## config.mk

```make
export PLATFORM = sky130hd
export DESIGN_NAME = adc_serial_reader
export DESIGN_NICKNAME = d
export VERILOG_FILES = /design/src/rtl/adc_serial_reader_pkg.sv /design/src/rtl/adc_serial_reader_sync_2ff.sv /design/src/rtl/adc_serial_reader.sv
export SDC_FILE = /design/constraint.sdc
export NUM_CORES = 1
export LEC_CHECK = 0
export BUFFER_PORTS_ARGS = -buffer_cell sky130_fd_sc_hd__clkbuf_2
export CAP_MARGIN = 10
export CORE_AREA = 2 2 80 82
export CTS_BUF_LIST = sky130_fd_sc_hd__clkbuf_8
export DETAILED_ROUTE_END_ITERATION = 7
export DIE_AREA = 0 0 82 84
export MAX_ROUTING_LAYER = met4
export PLACE_DENSITY = 0.77
export SLEW_MARGIN = 10
export SYNTH_ARGS = -nofsm -noshare
export SYNTH_HDL_FRONTEND = slang
export SYNTH_SLANG_ARGS = --single-unit
```

## constraint.sdc

```tcl
create_clock -name clk_in -period 2.26 [get_ports clk_in]
set_clock_uncertainty 0.05 [all_clocks]
set_input_delay 0.226 -clock clk_in [delete_from_list [all_inputs] [get_ports clk_in]]
set_output_delay 0.226 -clock clk_in [all_outputs]
set_load 0.01 [all_outputs]
```

## src/rtl/adc_serial_reader_pkg.sv

```systemverilog
// Shared types and defaults for the serial SAR ADC reader and the oversample filters downstream.
// Keep the channel and word defaults in step with the oversample_filter instantiations.
package adc_serial_reader_pkg;

    localparam int ADC_N_CHAN = 8;
    localparam int ADC_W_DATA = 18;

    typedef enum logic [2:0] {
        ST_RESET,
        ST_IDLE,
        ST_CONVST,
        ST_BUSY_HI,
        ST_BUSY_LO,
        ST_READ,
        ST_DONE
    } state_t;

    function automatic int max3(input int a, input int b, input int c);
        int m;
        m = (a > b) ? a : b;
        return (m > c) ? m : c;
    endfunction

endpackage

```

## src/rtl/adc_serial_reader_sync_2ff.sv

```systemverilog
// Two-flop synchronizer for the asynchronous ADC pins.
// The output stays low while reset is asserted.
module sync_2ff #(
    parameter int WIDTH = 1
) (
    input  logic             clk_in,
    input  logic             reset_in,
    input  logic [WIDTH-1:0] d,
    output logic [WIDTH-1:0] q
);

    logic [WIDTH-1:0] meta;

    // NOTE: sequential state uses non-blocking assignments so both flops sample pre-edge values.
    always_ff @(posedge clk_in or posedge reset_in) begin
        if (reset_in) begin
            meta <= '0;
            q    <= '0;
        end else begin
            meta <= d;
            q    <= meta;
        end
    end

endmodule

```

## src/rtl/adc_serial_reader.sv

```systemverilog
// Serial SAR ADC frame reader: convert-start, busy handshake, MSB-first shift-in,
// and one tagged signed word strobe per channel.
module adc_serial_reader
    import adc_serial_reader_pkg::*;
#(
    parameter int N_CHAN   = ADC_N_CHAN,
    parameter int W_DATA   = ADC_W_DATA,
    parameter int W_CHAN   = 3,
    parameter int SCLK_DIV = 2,
    parameter int T_CONVST = 4,
    parameter int T_RESET  = 16,
    parameter int BUSY_TMO = 4096
) (
    input  logic              clk_in,
    input  logic              reset_in,
    input  logic              run_in,
    input  logic              adc_busy_in,
    input  logic              adc_dout_in,
    output logic              adc_reset_out,
    output logic              adc_convst_out,
    output logic              adc_cs_out,
    output logic              adc_sclk_out,
    output logic [W_DATA-1:0] data_out,
    output logic [W_CHAN-1:0] chan_out,
    output logic              data_valid_out,
    output logic              timeout_out
);

    localparam int CNT_W = $clog2(max3(BUSY_TMO, T_RESET, T_CONVST)) + 1;
    localparam int DIV_W = $clog2(SCLK_DIV) + 1;
    localparam int BIT_W = $clog2(W_DATA) + 1;

    state_t            state;
    state_t            state_next;
    logic [CNT_W-1:0]  cnt;
    logic [DIV_W-1:0]  div_cnt;
    logic [BIT_W-1:0]  bit_idx;
    logic [W_CHAN-1:0] chan_idx;
    logic [W_DATA-2:0] shift_q;
    logic [W_DATA-1:0] word_shift;
    logic              busy_s;
    logic              dout_s;
    logic              sclk_edge;
    logic              rise_edge;
    logic              word_end;
    logic              frame_end;
    logic              tmo_hit;
    logic              timeout_set;

    sync_2ff #(.WIDTH(2)) u_sync (
        .clk_in   (clk_in),
        .reset_in (reset_in),
        .d        ({adc_busy_in, adc_dout_in}),
        .q        ({busy_s, dout_s})
    );

    // The synchronized bit seen on a rising SCLK edge left the pin two clocks earlier,
    // while SCLK was still low, so it is the bit the ADC presented for this edge.
    assign word_shift = {shift_q, dout_s};

    // NOTE: every combinational output gets a default first so no latch is inferred.
    always_comb begin
        sclk_edge   = (state == ST_READ) && (div_cnt == DIV_W'(SCLK_DIV - 1));
        rise_edge   = sclk_edge && !adc_sclk_out;
        word_end    = rise_edge && (bit_idx == BIT_W'(W_DATA - 1));
        frame_end   = word_end && (chan_idx == W_CHAN'(N_CHAN - 1));
        tmo_hit     = (cnt == CNT_W'(BUSY_TMO - 1));
        state_next  = state;

        case (state)
            ST_RESET:   if (cnt == CNT_W'(T_RESET - 1)) state_next = ST_IDLE;
            ST_IDLE:    if (run_in) state_next = ST_CONVST;
            ST_CONVST:  if (cnt == CNT_W'(T_CONVST - 1)) state_next = ST_BUSY_HI;
            ST_BUSY_HI: begin
                if (busy_s)       state_next = ST_BUSY_LO;
                else if (tmo_hit) state_next = ST_RESET;
            end
            ST_BUSY_LO: begin
                if (!busy_s)      state_next = ST_READ;
                else if (tmo_hit) state_next = ST_RESET;
            end
            ST_READ:    if (frame_end) state_next = ST_DONE;
            ST_DONE:    state_next = run_in ? ST_CONVST : ST_IDLE;
            default:    state_next = ST_RESET;
        endcase

        timeout_set = ((state == ST_BUSY_HI) || (state == ST_BUSY_LO)) && (state_next == ST_RESET);
    end

    always_ff @(posedge clk_in or posedge reset_in) begin
        if (reset_in) begin
            state <= ST_RESET;
            cnt   <= '0;
        end else begin
            state <= state_next;
            cnt   <= (state_next != state) ? '0 : cnt + 1'b1;
        end
    end

    // Pin controls are registered from the current state, so each lags the state by one clock.
    always_ff @(posedge clk_in or posedge reset_in) begin
        if (reset_in) begin
            adc_reset_out  <= 1'b0;
            adc_convst_out <= 1'b1;
            adc_cs_out     <= 1'b1;
            adc_sclk_out   <= 1'b1;
            div_cnt        <= '0;
            bit_idx        <= '0;
            chan_idx       <= '0;
            shift_q        <= '0;
            data_out       <= '0;
            chan_out       <= '0;
            data_valid_out <= 1'b0;
            timeout_out    <= 1'b0;
        end else begin
            adc_reset_out  <= (state == ST_RESET);
            adc_convst_out <= (state != ST_CONVST);
            adc_cs_out     <= (state != ST_READ);
            data_valid_out <= word_end;
            if (timeout_set) timeout_out <= 1'b1;

            if (state != ST_READ) begin
                adc_sclk_out <= 1'b1;
                div_cnt      <= '0;
                bit_idx      <= '0;
                chan_idx     <= '0;
            end else if (sclk_edge) begin
                adc_sclk_out <= ~adc_sclk_out;
                div_cnt      <= '0;
                if (rise_edge) begin
                    shift_q <= word_shift[W_DATA-2:0];
                    if (word_end) begin
                        data_out <= word_shift;
                        chan_out <= chan_idx;
                        bit_idx  <= '0;
                        chan_idx <= frame_end ? '0 : chan_idx + 1'b1;
                    end else begin
                        bit_idx <= bit_idx + 1'b1;
                    end
                end
            end else begin
                div_cnt <= div_cnt + 1'b1;
            end
        end
    end

endmodule

```

* Yosys cells after proc, flatten, opt, wreduce, memory -nomap -nowiden
Cells that the tools add are included.
Word-level totals: flip-flop bits (word level) 75, input port bits 5, output and inout port bits 27, logic and storage cells 76
Cells by class: add/subtract/negate cells 4, equal/unequal tests 15, muxes and demuxes 23, bitwise logic cells 2, reduce and logical (&&, ||, !) cells 16
Operator list (number):
- two-way mux 3 bit | 12
- two-way mux 6 bit | 4
- one-hot mux 3 bit (7 select lines) | 1
- adder 13 x 1 -> 13 bit, second input constant | 1
- equality test 13 x 12 -> 1 bit, second input constant | 1
- equality test 13 x 2 -> 1 bit, second input constant | 1
- equality test 13 x 4 -> 1 bit, second input constant | 1
- two-way mux 13 bit | 1
- equality test 3 bit, second input constant | 4
- adder 6 x 1 -> 6 bit, second input constant | 1
- equality test 3 x 2 -> 1 bit, second input constant | 2
- equality test 6 x 5 -> 1 bit, second input constant | 1
- logical NOT 3 bit | 2
- two-way mux 2 bit | 3
- AND reduction 3 bit | 2
- nonzero test 2 bit | 3
- logical AND 1 bit | 5
- AND reduction 4 bit | 1
- adder 3 x 1 -> 3 bit, second input constant | 1
- equality test 3 x 1 -> 1 bit, second input constant | 1
- != test 3 x 2 -> 1 bit, second input constant | 1
- != test 3 bit | 1
- != test 3 bit, second input constant | 1
- adder 2 x 1 -> 2 bit, second input constant | 1
- other kinds (6) | 8

* Depth between registers and ports, before layout
Gate-level depths: netlist of run 1.
word-level depth 10, mapped depth 10, mapped depth without buffers 9

* By module
A second synthesis of run 1 with hierarchy kept.
Second synthesis, totals: cell total of the unflattened synthesis 259, area total of the unflattened synthesis 3263.1 sq um
By module, submodules not included:
- adc_serial_reader | instances 1, cells each 254, area an instance 3159.3 sq um, sequential area each 1780.5 sq um
- sync_2ff | instances 1, cells each 5, area an instance 103.8 sq um, sequential area each 100.1 sq um

* Least setup slack after synthesis of run 1
Ideal clock, no wire load.
path kind register to register, from register bit_idx[0], to register cnt[5], library setup time 0.071 ns, arrival 1.756 ns, data required time 2.139 ns, slack 0.383 ns, cell stages (with the launch flop) 10, buffers on the path 1, clock period less this slack 1.877 ns, cells stage by stage dfrtp_1 > ha_1 > and4bb_1 > nor2b_4 > nand3_4 > inv_4 > a211oi_4 > o2111ai_2 > buf_6 > nor2_1
Between the ends: word-level cells in the longest chain between the ends 7
RTL lines:
- from (decl) | RTL line adc_serial_reader.sv:37 | logic [BIT_W-1:0] bit_idx;
- from (signal assigned) | RTL line adc_serial_reader.sv:138 | bit_idx <= bit_idx + 1'b1;
- equality test 6 x 5 -> 1 bit | RTL line adc_serial_reader.sv:65 | word_end = rise_edge && (bit_idx == BIT_W'(W_DATA - 1));
- logical AND 1 bit | RTL line adc_serial_reader.sv:65
- logical AND 1 bit | RTL line adc_serial_reader.sv:66 | frame_end = word_end && (chan_idx == W_CHAN'(N_CHAN - 1));
- two-way mux 3 bit | RTL line adc_serial_reader.sv:82 | ST_READ: if (frame_end) state_next = ST_DONE;
- one-hot mux 3 bit (7 select lines) | RTL line adc_serial_reader.sv:70 | case (state)
- != test 3 bit | RTL line adc_serial_reader.sv:96 | cnt <= (state_next != state) ? '0 : cnt + 1'b1;
- two-way mux 13 bit | RTL line adc_serial_reader.sv:96
- to (signal assigned) | RTL line adc_serial_reader.sv:96
- to (decl) | RTL line adc_serial_reader.sv:35 | logic [CNT_W-1:0] cnt;
Every way passes these cells. A chain may end at the register's enable or synchronous reset.

* Final worst setup path of run 1
from register cnt[0], to register timeout_out
Between the ends: word-level cells in the longest chain between the ends 6, elaborated cells between the ends (all ways) 11, classes of those cells 3 x eq/ne; 6 x mux; 2 x reduce/logical
RTL lines:
- equality test 13 x 12 -> 1 bit | RTL line adc_serial_reader.sv:67 | tmo_hit = (cnt == CNT_W'(BUSY_TMO - 1));
- two-way mux 3 bit | RTL line adc_serial_reader.sv:76, adc_serial_reader.sv:80
- two-way mux 3 bit, on equally long branches | RTL line adc_serial_reader.sv:79, adc_serial_reader.sv:75
- one-hot mux 3 bit (7 select lines) * | RTL line adc_serial_reader.sv:70
- named net state_next[1] | RTL line adc_serial_reader.sv:34 | state_t state_next;
- logical NOT 3 bit * | RTL line adc_serial_reader.sv:87 | timeout_set = ((state == ST_BUSY_HI) || (state == ST_BUSY_LO)) && (state_next == ST_RESET);
- logical AND 1 bit * | RTL line adc_serial_reader.sv:87
- to (signal assigned) | RTL line adc_serial_reader.sv:114 | timeout_out <= 1'b0;
- to (signal assigned) | RTL line adc_serial_reader.sv:120 | if (timeout_set) timeout_out <= 1'b1;
- to (decl) | RTL line adc_serial_reader.sv:26 | output logic timeout_out
Mark *: on every way through the listed nets, which the timed path passes. The rest lies on a longest branch.

==> results of run 1 <==
-- metal layers --
metal  GRT usage, %  vias to the layer above
met3           5.52                       11
met4           8.33                        0
met5              -                        -
li1               -                     1109
met2           29.3                       34
met1           25.6                     1078
-- cells by family after synthesis --
family	Yosys count	synth area share (%)
XOR/XNOR	11	2.96
buffers and inverters	21	2.80
AO/OA/AOI/OAI	27	5.92
AND/OR/NAND/NOR	150	22.5
flip-flops	75	57.7
multiplexers	18	6.19
adder cells (fa/ha/maj)	5	1.92
-- worst paths after layout --
kind / endpoint / slack [ns] / depth (start not counted)
worst min register to register: u_sync.q[0] / 0.31 / 0
worst min-delay path: u_sync.q[0] / 0.31 / 0
min in group asynchronous: data_out[0] / 0.44 / 4
max in group asynchronous: adc_cs_out / 1.35 / 4
worst max register to register: timeout_out / 0.27 / 6
worst max-delay path: timeout_out / 0.27 / 6
-- per-stage QoR --
| step | util [%] | instance area [um^2] | cells | worst slack [ns] |
|---|---|---|---|---|
| detailed placement | 57.6 | 3510 | 409 | 0.160 |
| floorplan | - | 3260 | 307 | 0.0790 |
| global route | 61.8 | 3760 | 426 | 0.0740 |
| finish | 61.8 | 3760 | 426 | 0.271 |
| CTS | 61.4 | 3740 | 426 | 0.139 |
| global placement | 57.6 | 3510 | 409 | 0.249 |
-- cell usage in the layout, fill, tap and decap left out, drive strengths merged, types with 2 or more instances in the layout --
cell type    netlist  final
dfstp              3      3
clkinvlp           0      2
nor3b              4      4
dfrtp             72     72
ha                 5      5
dlygate4sd3        0      3
inv                9      9
nor2              27     27
and2               2      2
nand2             73     73
and3               3      3
mux2              17     17
nand2b             3      3
o21ai              5      5
buf                3      6
nand3              8      8
nor4               3      3
nor3               7      7
o31ai              2      2
o2111ai            2      2
nand3b             5      5
clkbuf             9     40
nand4              5      5
xor2               6      6
xnor2              5      5
and3b              2      2
bufinv             0      2
nor2b              3      3
a21oi             10     10
-- sequential cells by signal (all words and copies together), names as in the netlist --
name            cells
adc_convst_out      1
adc_cs_out          1
adc_reset_out       1
adc_sclk_out        1
bit_idx             6
chan_idx            3
chan_out            3
cnt                13
data_out           18
data_valid_out      1
div_cnt             2
shift_q            17
state               3
timeout_out         1
u_sync.meta         2
u_sync.q            2
-- power breakdown --
group	total, uW	switching (uW)	internal [uW]
sequential	1550	118	1430
clock	1070	464	607
combinational	526	312	214
-- final cells by class --
cell class	instances	area share (%)
flip-flops and latches	75	50.0
multi-input cells	211	34.7
repair buffers	40	6.45
clock buffers	9	3.29
well taps	77	2.56
clock inverters	5	2.13
inverters	9	0.964
-- repair_timing --
item                                    in CTS  in global routing
endpoints found under the hold margin       74                  0
endpoints found under the setup margin       0                 13
gates resized for setup                      0                  2
setup buffers                                0                  0
hold buffers                                 3                  0
==> summary.md, run 1 <==
| Metric | Value |
|---|---|
| Post-synth top area share | `55.3%` |
| Post-synth EDFFs | `0` |
| Status | `finished, final reports clean` |
| First-pass GRT wire length | `10000 um` |
| WL per Instance | `13.7 um` |
| Final hold violation count | `0` |
| Synth area leader | `dfrtp_1` |
| Predominant post-synthesis flop cell | `dfrtp_1` |
| DR DRC count | `0` |
| CTS tree | `built` |
| Post-route antenna net violation count | `0` |
| I/O pins | `32` |
| Iter 0 DRT Violations | `86` |
| Slowest-stage cell, CP | `nor4_4` |
| CP Launch Type | `register` |
| Post-synthesis cell type count | `48` |
| Multi-input logic area | `1310 um^2` |
| Fill count | `514` |
| Reg-to-reg startpoint | `cnt[0]` |
| Tcrit/Tclk final | `88.0%` |
| Drt via density | `5.24` |
| Hold Slack | `0.307 ns` |
| Core Box Area | `6100 um^2` |
| RSZ-0062 raised after global routing | `false` |
| Max-cap violations | `0` |
| Most common cell in the netlist | `nand2_1` |
| Critical path buffer and inverter count | `0` |
| H-tree level count | `3` |
| Critical hold path startpoint | `u_sync.meta[0]` |
| Slew @ Worst Pin | `0.463 ns` |
| Max stage delay on crit path | `0.42 ns` |
| #FFs+latches synth | `75` |
| Slew Viols, Final | `0` |
| DR top layer | `met4` |
| Power per Cell Area | `835 nW/um^2` |
| Lkg Pwr | `0.00186 uW` |
| Register area share after synthesis | `57.7%` |
| Sequential cell area | `1880 um^2` |
| # clock sinks | `75` |
| Avg Inst Size Synth | `10.6 um^2` |
| Nets@finish | `356` |
| Clock transition at path regs | `0.07 ns` |
| Fmax | `0.503 GHz` |
| Post-Synthesis Cell Area | `3260 um^2` |
| Max rail drop VDD | `0.000468 V` |
| Total gr overflow | `0` |
| Site Rows | `29` |
| Initial antenna violation count | `0` |
| Total Neg Setup Slack | `0 ns` |
| Chip Width | `82 um` |
| Ant. Diodes | `0` |
| Gr usage total | `19.8%` |
| # setup viols final | `0` |
| Routability congestion estimate from global placement | `0.828` |
| Worst path arrival time | `2.18 ns` |
| Hpwl dp | `3860 um` |
| M1 WL | `2630 um` |
| Area Growth Syn to Fin | `15.6%` |
| Router iterations before antenna repair | `4` |
| Top Family by Delay on Critical Path | `simple AND/OR/NAND/NOR gates` |
| Synth cell count leaders | `73 x nand2_1, 72 x dfrtp_1, 27 x nor2_1` |
| Detail Route met3 WL | `211 um` |
| I/O Buffers | `31` |
| Initial Util | `53.4%` |
| Worst setup EP type | `register` |
| WP data required | `2.45 ns` |
| Die area | `6890 um^2` |
| Vert. Die Dim | `84 um` |
| Worst Setup Path Type | `register to register` |
| Crit path launch | `cnt[0]` |
| Largest net degree at the start of global routing | `76` |
| Final min period | `1.99 ns` |
| Syn_nets | `317` |
| Post-synthesis async set-or-reset flop share | `100%` |
| Number of buffers created by CTS | `9` |
| Worst skew pair latency | `0.34 ns` |
| Overall power | `3140 uW` |
| Crit-path cells | `ha_1 -> nand4_1 -> nor4_4 -> nor3_1 -> nand2b_1 -> o31ai_1` |
| Share of cells above drive strength 1 | `23.5%` |
| Min-delay worst type | `register to register` |
| Post-Syn Instances | `307` |
| Area contributors post-synth | `dfrtp_1 55%, nand2_1 8.4%, mux2_2 5.9%, nor2_1 3.1%, dfstp_2 2.4%` |
| Crit Path Max Fanout | `5` |
| Via Count | `2232` |
| Met2 wire len | `2900 um` |
| Vias in the first global route | `2178` |
| Clk root buf | `clkbuf_8` |
| Clock Tree Buf Depth | `2` |
| Syn. warnings | `0` |
| Slew headroom | `68.7%` |
| Post-Route WL | `5850 um` |
Power figures use the tool's default switching activity.
==> run 2: changes to the inputs <==
--- a/config.mk
+++ b/config.mk
@@ -7,12 +7,11 @@
 export LEC_CHECK = 0
 export BUFFER_PORTS_ARGS = -buffer_cell sky130_fd_sc_hd__clkbuf_2
 export CAP_MARGIN = 10
-export CORE_AREA = 2 2 80 82
-export CTS_BUF_LIST = sky130_fd_sc_hd__clkbuf_8
+export CORE_AREA = 2 2 83 85
 export DETAILED_ROUTE_END_ITERATION = 7
-export DIE_AREA = 0 0 82 84
+export DIE_AREA = 0 0 85 87
 export MAX_ROUTING_LAYER = met4
-export PLACE_DENSITY = 0.77
+export PLACE_DENSITY = 0.72
 export SLEW_MARGIN = 10
 export SYNTH_ARGS = -nofsm -noshare
 export SYNTH_HDL_FRONTEND = slang
==> run 2 against run 1 <==
  * Clock power about the same
  * Die area is 7.4% higher
  * Cell area increased by 0.13%
  * Sequential share of layout area is 0.066 points lower
  * Core utilization down 4.4 points
  * Fmax decreased by 2.3%
  * First-iteration DRC count increased by 14%
  * Clock-buffer cell count unchanged
  * Via count is 1.4% higher
  * Critical path type unchanged
  * Largest cell class unchanged
==> summary.md, run 2 (synthesis results as in run 1) <==
| Metric | Value |
|---|---|
| Nets@finish | `356 (unchanged)` |
| Fmax | `0.491 GHz (was 0.503 GHz)` |
| Final hold violation count | `0 (unchanged)` |
| Routability congestion estimate from global placement | `0.832 (was 0.828)` |
| WP data required | `2.42 ns (was 2.45 ns)` |
| Commonest non-fill, non-tap cell in the layout | `nand2_1 (unchanged)` |
| Clk root buf | `clkbuf_8 (unchanged)` |
| Share of cells above drive strength 1 | `23.7% (was 23.5%)` |
| H-tree level count | `3 (unchanged)` |
| Die area | `7400 um^2 (was 6890 um^2)` |
| Max rail drop VDD | `0.000582 V (was 0.000468 V)` |
| Most frequent cells in the layout | `73 x nand2_1, 72 x dfrtp_1, 31 x clkbuf_2 (unchanged)` |
| CTS tree | `built (unchanged)` |
| Site Rows | `30 (was 29)` |
| Slew headroom | `68.7% (about the same)` |
| Post-CTS Setup Bufs | `0 (unchanged)` |
| Area Growth Syn to Fin | `15.8% (was 15.6%)` |
| Min-delay worst type | `register to register (unchanged)` |
| I/O pins | `32 (unchanged)` |
| Via Count | `2264 (was 2232)` |
| Gr usage total | `17.8% (was 19.8%)` |
| Tcrit/Tclk final | `90.1% (was 88.0%)` |
| DR DRC count | `0 (unchanged)` |
| Vert. Die Dim | `87 um (was 84 um)` |
| Largest registers | `data_out: 18 flops, shift_q: 17 flops, cnt: 13 flops (unchanged)` |
| Drt via density | `5.27 (was 5.24)` |
| Power per Cell Area | `848 nW/um^2 (was 835 nW/um^2)` |
| Router iterations before antenna repair | `5 (was 4)` |
| Ant. Diodes | `0 (unchanged)` |
| I/O Buffers | `31 (unchanged)` |
| Status | `finished, final reports clean (unchanged)` |
| Post-Route WL | `5800 um (was 5850 um)` |
| Fill count | `566 (was 514)` |
| Worst path arrival time | `2.20 ns (was 2.18 ns)` |
| Initial Util | `49.6% (was 53.4%)` |
| Chip Width | `85 um (was 82 um)` |
| Max-cap violations | `0 (unchanged)` |
| Iter 0 DRT Violations | `98 (was 86)` |
| Worst setup EP type | `register (unchanged)` |
| Worst skew pair latency | `0.34 ns (about the same)` |
| Slew @ Worst Pin | `0.463 ns (about the same)` |
| Largest net degree at the start of global routing | `76 (unchanged)` |
| Critical hold path startpoint | `u_sync.meta[0] (unchanged)` |
| Design Area, Final | `3770 um^2 (was 3760 um^2)` |
| Total Neg Setup Slack | `0 ns (unchanged)` |
| Number of buffers created by CTS | `9 (unchanged)` |
| RSZ-0062 raised after global routing | `false (unchanged)` |
| Total gr overflow | `0 (unchanged)` |
| Crit path launch | `cnt[0] (unchanged)` |
| CP Launch Type | `register (unchanged)` |
| First-pass GRT wire length | `10100 um (was 10000 um)` |
| Lkg Pwr | `0.00187 uW (was 0.00186 uW)` |
| WL per Instance | `13.5 um (was 13.7 um)` |
| Hpwl dp | `3780 um (was 3860 um)` |
| Dpl cell area | `3510 um^2 (about the same)` |
| Reg-to-reg startpoint | `cnt[0] (unchanged)` |
| # clock sinks | `75 (unchanged)` |
| Biggest register | `data_out (unchanged)` |
| Vias in the first global route | `2179 (was 2178)` |
| Crit Path Max Fanout | `13 (was 5)` |
| Max reg flops | `18 (unchanged)` |
| Clock Tree Buf Depth | `2 (unchanged)` |
| Slew Viols, Final | `0 (unchanged)` |
| # setup viols final | `0 (unchanged)` |
| Final min period | `2.04 ns (was 1.99 ns)` |
| Post-route antenna net violation count | `0 (unchanged)` |
| Clock transition at path regs | `0.08 ns (was 0.07 ns)` |
| Hold Slack | `0.303 ns (was 0.307 ns)` |
| Core Box Area | `6570 um^2 (was 6100 um^2)` |
| Worst Setup Path Type | `register to register (unchanged)` |
| Initial antenna violation count | `0 (unchanged)` |
## run 2: cell count changes in the layout (fill, tap and decap cells not counted)
cell        change
clkinvlp_4      -1
clkinv_4        +1
nor4_2          +1
inv_6           +1
nor4_4          -1
## run 2: worst paths after layout
check,endpoint,slack (ns),cells after the start
max in group asynchronous,adc_convst_out,1.38,4
min,u_sync.q[0],0.30,0
min in group asynchronous,cnt[6],0.44,4
min reg2reg,u_sync.q[0],0.30,0
max,cnt[2],0.22,6
max reg2reg,cnt[2],0.22,6
## run 2: worst max-delay path: stages (launching register included)
cell       delay [ns]
dfrtp_1          0.39
ha_1             0.25
nand4_1          0.18
nor4_2           0.47
o21ai_0          0.23
o2111ai_4        0.23
nor2_1           0.11
## run 2: metal layers
layer,GRT usage [%],share of wire [%]
met5,-,0
met4,6.06,0.76
met3,4.74,3.2
met2,28.0,50
met1,22.7,46
## run 2: power breakdown
| part | switching [uW] | internal, uW |
|---|---|---|
| combinational | 334 | 217 |
| sequential | 115 | 1430 |
| clock | 485 | 619 |
| total | 934 | 2260 |
## run 2: cell type report
| type | count | area (um^2) | share of cell area, % |
|---|---|---|---|
| Multi-Input combinational cell | 211 | 1300 | 34.4 |
| Clock buffer | 9 | 124 | 3.29 |
| Sequential cell | 75 | 1880 | 49.9 |
| Tap cell | 80 | 100 | 2.66 |
| Timing Repair Buffer | 40 | 243 | 6.44 |
| Inverter | 9 | 36.3 | 0.962 |
| Clock inverter | 6 | 90.1 | 2.39 |
## run 2: through the flow
stage	std cells	worst slack [ns]	power, uW	utilization [%]
global route	430	0.0441	3380	57.4
detailed placement	412	0.165	2090	53.5
floorplan	307	0.0790	1980	-
finish	430	0.225	3200	57.4
CTS	430	0.143	3200	57.2
global placement	412	0.245	2070	53.5
## run 2: what timing repair did
action | in CTS | in global routing
resized for setup | 0 | 1
hold buffers | 3 | 0
setup endpoints to repair | 0 | 1
endpoints found under the hold margin | 74 | 0
